===== config.mk =====
export PLATFORM = sky130hd
export DESIGN_NAME = bin2bcd_seq
export DESIGN_NICKNAME = d
export VERILOG_FILES = /design/src/rtl/bin2bcd_seq.sv
export SDC_FILE = /design/constraint.sdc
export NUM_CORES = 1
export LEC_CHECK = 0
export ABC_AREA = 1
export BUFFER_PORTS_ARGS = -buffer_cell sky130_fd_sc_hd__buf_2
export CAP_MARGIN = 30
export CORE_MARGIN = 1
export CORE_UTILIZATION = 57
export CTS_CLUSTER_SIZE = 20
export DETAILED_ROUTE_END_ITERATION = 6
export GPL_TIMING_DRIVEN = 1
export PLACE_DENSITY = 0.89
export SLEW_MARGIN = 20
export SYNTH_ARGS = -nofsm -noshare
export SYNTH_HDL_FRONTEND = slang
export SYNTH_SLANG_ARGS = --single-unit

===== constraint.sdc =====
create_clock -name clk -period 1.5 [get_ports clk]
set_input_delay 0.375 -clock clk [delete_from_list [all_inputs] [get_ports clk]]
set_output_delay 0.375 -clock clk [all_outputs]
set_load 0.01 [all_outputs]

===== src/rtl/bin2bcd_seq.sv =====
// Sequential binary-to-BCD converter (double dabble), one iteration per clock.
// Optional macro BIN2BCD_SAT_EN: out-of-range values saturate bcd to 999999 instead of wrapping.
module bin2bcd_seq #(
  parameter int unsigned BIN_W  = 20,
  parameter int unsigned DIGITS = 6
) (
  input  logic             clk,
  input  logic             rst_n,
  input  logic             start,
  input  logic [BIN_W-1:0] bin,
  output logic             busy,
  output logic             done,
  output logic             ovf,
  output logic [23:0]      bcd
);

  localparam int unsigned BCD_W = 4 * DIGITS;
  localparam int unsigned SR_W  = BCD_W + BIN_W;

  localparam logic [0:0] StIdle = 1'b0;
  localparam logic [0:0] StConv = 1'b1;

  logic [0:0]      state_q, state_d;
  logic [4:0]      cnt_q, cnt_d;
  logic [SR_W-1:0] sr_q, sr_d;
  logic            ovf_pend_q, ovf_pend_d;
  logic            busy_q, busy_d;
  logic            done_q, done_d;
  logic            ovf_q, ovf_d;
  logic [23:0]     bcd_q, bcd_d;
  logic [SR_W-1:0] adj;
  logic [SR_W-1:0] shifted;

  // Add-3 correction on every BCD nibble, then shift the whole register left.
  always_comb begin
    adj = sr_q;
    for (int i = 0; i < int'(DIGITS); i++) begin
      if (sr_q[BIN_W + 4*i +: 4] >= 4'd5) begin
        adj[BIN_W + 4*i +: 4] = sr_q[BIN_W + 4*i +: 4] + 4'd3;
      end
    end
    shifted = {adj[SR_W-2:0], 1'b0};
  end

  always_comb begin
    state_d    = state_q;
    cnt_d      = cnt_q;
    sr_d       = sr_q;
    ovf_pend_d = ovf_pend_q;
    busy_d     = busy_q;
    done_d     = 1'b0;
    ovf_d      = ovf_q;
    bcd_d      = bcd_q;
    case (state_q)
      StIdle: begin
        if (start) begin
          sr_d       = SR_W'(bin);
          cnt_d      = 5'd0;
          ovf_pend_d = 32'(bin) > 32'd999999;
          busy_d     = 1'b1;
          state_d    = StConv;
        end
      end
      StConv: begin
        sr_d  = shifted;
        cnt_d = cnt_q + 5'd1;
        if (cnt_q == 5'(BIN_W - 1)) begin
`ifdef BIN2BCD_SAT_EN
          if (ovf_pend_q) begin
            bcd_d = 24'h999999;
          end else begin
            bcd_d = shifted[SR_W-1 -: 24];
          end
`else
          // Bits shifted out of the top digit carry the 10^6 multiples, so the result wraps.
          bcd_d = shifted[SR_W-1 -: 24];
`endif
          ovf_d   = ovf_pend_q;
          done_d  = 1'b1;
          busy_d  = 1'b0;
          state_d = StIdle;
        end
      end
      default: state_d = StIdle;
    endcase
  end

  always_ff @(posedge clk or negedge rst_n) begin
    if (!rst_n) begin
      state_q    <= StIdle;
      cnt_q      <= 5'd0;
      sr_q       <= '0;
      ovf_pend_q <= 1'b0;
      busy_q     <= 1'b0;
      done_q     <= 1'b0;
      ovf_q      <= 1'b0;
      bcd_q      <= 24'h000000;
    end else begin
      state_q    <= state_d;
      cnt_q      <= cnt_d;
      sr_q       <= sr_d;
      ovf_pend_q <= ovf_pend_d;
      busy_q     <= busy_d;
      done_q     <= done_d;
      ovf_q      <= ovf_d;
      bcd_q      <= bcd_d;
    end
  end

  assign busy = busy_q;
  assign done = done_q;
  assign ovf  = ovf_q;
  assign bcd  = bcd_q;

endmodule


---- After elaboration in Yosys (flattened, before gate mapping) ----
Index checks and enable logic that the tools add are counted.
W data, S select, Z words.
word-level totals
  register bits after elaboration ......... 78
  output and inout bits ................... 27
  logic and storage cells ................. 47
cells by class
  add/sub/neg operators ................... 7
  $lt $le $gt $ge ......................... 7
  equal/unequal tests ..................... 3
  mux-type cells .......................... 18
  bitwise operators ....................... 1
  reduce and logical (&&, ||, !) cells .... 3
operators with widths
  kind                    number
  $pmux W44 S2            1
  $mux W44                1
  $ge A4 B3 Y1 const B    6
  $add A4 B2 Y4 const B   5
  $gt A20 B20 Y1 const B  1
  $mux W4                 5
  $pmux W5 S2             1
  $mux W1                 6
  $reduce_and A2 Y1       3
  $add A5 B1 Y5 const B   1
  $eq A5 B5 Y1 const B    1
  $mux W5                 1
  $pmux W1 S2             2
  $add A3 B2 Y3 const B   1
  $mux W3                 1
  $ne A2 B1 Y1 const B    1
  $ne A2 B2 Y1 const B    1
  $not A1 Y1              1

---- Logic depth before layout (Yosys ltp) ----
  depth in word-level cells ............... 3
  depth in mapped cells ................... 9

---- Worst setup path after synthesis ----
No wires, ideal clock.
  kind .................................... reg2reg
  start point ............................. register sr_q[36]
  end point ............................... register sr_q[37]
  data arrival time ....................... 1.063 ns
  path slack .............................. 0.319 ns
  stages on the path, launching flop included .. 9
  path buffers ............................ 0
  period minus slack after synthesis ...... 1.181 ns
  cells stage by stage .................... dfrtp_1 inv_1 ha_1 inv_1 nand2_1 nand3_1 nand2_1 nand3_1 nand2_1
on the way
  longest elaborated chain between the ends .. 3
  elaborated cells on any way between the ends .. 4
  classes of those cells .................. add/sub (1); order compare (1); mux (2)
RTL lines
  item                                                  line    source
  start, declared                                       25      logic [SR_W-1:0] sr_q, sr_d;
  start signal, assigned                                101     sr_q <= sr_d;
  $add A4 B2 Y4 / $ge A4 B3 Y1 (equally long branches)  39, 38
  $mux W4 *                                             38      if (sr_q[BIN_W + 4*i +: 4] >= 4'd5) begin
  $pmux W44 S2 *                                        54      case (state_q)
Every way passes the cells marked *; elsewhere a longest branch is shown, timed or not.
A chain may end at the register's enable or synchronous reset.

---- Worst setup path in the final report ----
  start point ............................. register sr_q[20]
  end point ............................... register bcd_q[1], in the netlist bcd[1]
on the way
  longest elaborated chain between the ends .. 2
  elaborated cells on any way between the ends .. 3
  classes of those cells .................. add/sub (1); order compare (1); mux (1)
RTL lines
  item                                                  line    source
  $add A4 B2 Y4 / $ge A4 B3 Y1 (equally long branches)  39, 38
  $mux W4 *                                             38
  end signal, assigned                                  97      bcd_q <= 24'h000000;
  end signal, assigned                                  106     bcd_q <= bcd_d;
  end, declared                                         30      logic [23:0] bcd_q, bcd_d;
Marks and branches as above.

==> flow_metrics.py <==
metrics = {
    "logic_synthesis": {
        "cell_types_occupying_the_most_area_after_synthesis": "sky130_fd_sc_hd__dfrtp_1 (52%), sky130_fd_sc_hd__nand2_1 (16%), sky130_fd_sc_hd__nand3_1 (7.4%)",
        "postSynthNetCount": 484,
        "post_synth.cell_area_avg_um2": 8.42,
        "synth_cell_type_count": 26,
        "synth_largest_type_area_fraction_pct": 51.8,
        "yosysSeqAreaShare_pct": 51.8,
        "synth.ff_latch_count": 78,
        "synth.largest_area_cell": "sky130_fd_sc_hd__dfrtp_1",
        "synth.yosys.warnings": 0,
        "synthesis.instances": 448,
        "synth_area_um2": 3770,
    },
    "route": {
        "route.antenna.remaining_nets": 0,
        "routedWlPerCell_um": 13.6,
        "drc": 0,
        "drtIter0Drc": 195,
        "drt_pass1_iterations": 4,
        "detailroute.via_count": 3256,
        "routed_via_density": 5.49,
        "postRouteWirelength_um": 8040,
    },
    "cts": {
        "cts_tree": "done",
        "cts.root.buffer_cell": "sky130_fd_sc_hd__clkbuf_8",
        "clkLatencyLatePin_ns": 0.35,
        "cts_hold_buffers": 0,
        "htreeDepth": 3,
        "clock-sinks": 78,
        "clkTransAtPathRegs_ns": 0.07,
        "cts_buffers": 9,
        "clk_path_buf_depth": 2,
    },
    "die": {
        "rows": 29,
        "design.portCount": 50,
        "die_footprint_um2": 6950,
        "initial_utilization_pct": 59.1,
        "chipHeight_um": 83.3,
        "die_width_um": 83.3,
        "design.core.area_um2": 6390,
    },
    "global_route": {
        "grt_most_used_layer": "met2",
        "gr-usage-all-layers_pct": 24.8,
        "grt_max_degree": 79,
        "grtUsageMet2_pct": 40.4,
        "grt_antenna_before_repair": 0,
        "gr-usage-met3_pct": 4.37,
        "grt_pass1_wl_um": 13700,
        "via_count_of_the_first_global_routing_pass": 3192,
        "gr-usage-met1_pct": 31.2,
        "grt_overflow_total": 0,
    },
    "cells_and_area": {
        "design.final.nets": 547,
        "sequential_cell_area_um2": 1950,
        "layout.cells.most_common": "sky130_fd_sc_hd__nand2_1",
        "post_route_cells_drive_above_1_share_pct": 18.8,
        "most_frequent_cells_in_the_layout": "sky130_fd_sc_hd__nand2_1 (163), sky130_fd_sc_hd__dfrtp_1 (78), sky130_fd_sc_hd__nand3_1 (53)",
        "area_growth_syn_to_layout_pct": 16.1,
        "antenna-diode-count": 0,
        "post-route-util_pct": 68.6,
        "multi_input_area_um2": 1530,
        "fillers": 497,
    },
    "setup_path": {
        "startpoint": "sr_q[20]",
        "r2r_setup_slack_ns": 0.10,
        "worst_setup_path_end_kind": "flip-flop",
        "critical_path_peak_fanout": 4,
        "crit_path_start_kind": "flip-flop",
        "timing_worst_setup_path_type": "flip-flop to flip-flop",
        "r2r_end": "bcd[1]",
        "ff2ff_path_depth": 8,
        "critPathRequiredTime_ns": 1.79,
        "worst_setup_path_endpoint": "bcd[1]",
        "arrival_ns": 1.69,
        "worst_r2r_startpoint": "sr_q[20]",
    },
    "sta": {
        "hold_viol_final": 0,
        "maxSlewViolCount": 0,
        "setup_viol_count_final": 0,
        "fin_crit_ns": 1.40,
        "relSlewSlack_pct": 73.2,
        "clock.fmax_ghz": 0.717,
        "final.setup_skew_ns": 0.00833,
        "post-route-period-util_pct": 93.0,
        "tightest_slew_ns": 0.402,
        "fin_ws_ns": 0.105,
        "finalHoldWorstSlack_ns": 0.0302,
    },
    "run": {
        "max_cap_violations": 0,
    },
    "placement": {
        "io_buffers": 49,
        "place.gp.congestion": 0.896,
        "dp_hpwl_um": 5440,
        "place_worst_setup_slack_ns": 0.130,
    },
    "status": {
        "result_of_the_run": "finished clean",
    },
    "power_and_ir_drop": {
        "vdd_ir_drop_max_v": 0.00107,
        "p_per_area_nw_per_um2": 2060,
        "power.leakage_nw": 2.34,
    },
    "min_path": {
        "hp-class": "input pin to asynchronous set/reset pin",
    },
}
==> where the power goes <==
group	internal, mW	switching [mW]	leakage (nW)
Clock	0.852	0.732	0.106
Combinational	1.47	2.36	1.24
Sequential	2.99	0.611	0.991
Total	5.32	3.70	2.34
==> worst max-delay path, stage by stage, from the launching register on <==
cell,delay [ns]
sky130_fd_sc_hd__dfrtp_1,0.41
sky130_fd_sc_hd__inv_1,0.14
sky130_fd_sc_hd__ha_1,0.19
sky130_fd_sc_hd__inv_1,0.04
sky130_fd_sc_hd__nand2_1,0.13
sky130_fd_sc_hd__nand3_2,0.13
sky130_fd_sc_hd__nand2_1,0.12
sky130_fd_sc_hd__nand3_1,0.10
sky130_fd_sc_hd__nand2_1,0.07
==> final cells by class <==
class / instances / share of cell area, %
Sequential cell: 78 / 44.6
Multi-Input combinational cell: 306 / 35.0
Timing Repair Buffer: 68 / 9.49
Inverter: 48 / 4.17
Clock buffer: 12 / 3.54
Tap cell: 77 / 2.20
Clock inverter: 4 / 1.03
==> cell usage after synthesis (all sizes together) <==
cell and instances:
nand2 165, nor2 10, a22o 1, nor3 2, nand3 56, ha 13
nand4 11, o22ai 6, o211ai 8, inv 48, o221ai 5, dfrtp 78
o21ai 23, a22oi 3, buf 14, a21oi 3, clkbuf 2
==> worst min-delay path by stage <==
stage / end / from / slack, ns
after global placement: sr_q[23] / rst_n / 0.42
after global routing: sr_q[18] / rst_n / 0.08
after CTS: sr_q[18] / rst_n / 0.05
after detailed placement: sr_q[18] / rst_n / 0.43
after floorplan: bcd[0] / rst_n / 0.08
final: sr_q[18] / rst_n / 0.03
==> cell families (layout without fill, tap and decap cells) <==
kind of cell	after synthesis	after routing	synth area share, %
flops	78	78	51.8
compound gates	49	49	8.29
buf+inv	64	132	8.03
simple gates	244	244	27.6
fa+ha+maj	13	13	4.31
==> metal layers <==
metal / wire (um) / part of all wire [%]
met3: 388 / 4.8
met4: 218 / 2.7
met2: 3850 / 48
met1: 3580 / 44
met5: 0 / 0
==> metrics by stage <==
| step | std cells | area, um^2 | setup TNS [ns] | total power, mW |
|---|---|---|---|---|
| final | 593 | 4380 | 0 | 9.02 |
| after floorplan | 448 | 3770 | 0 | 6.18 |
| after detailed placement | 571 | 4120 | 0 | 7.28 |
| after global placement | 571 | 4120 | 0 | 7.01 |
| after CTS | 587 | 4320 | 0 | 8.88 |
| after global routing | 593 | 4380 | -0.0196 | 9.78 |
==> registers in the layout, summed over array words and instances, names as in the netlist <==
register,count
sr_q,44
bcd,24
cnt_q,5
busy,1
state_q,1
ovf_pend_q,1
done,1
ovf,1
==> timing repair <==
action,CTS,global route
endpoints found under the hold margin,0,0
gates resized for setup,0,3
endpoints found under the setup margin,0,10
buffers inserted,0,6
(Power assumes the default switching activity.)
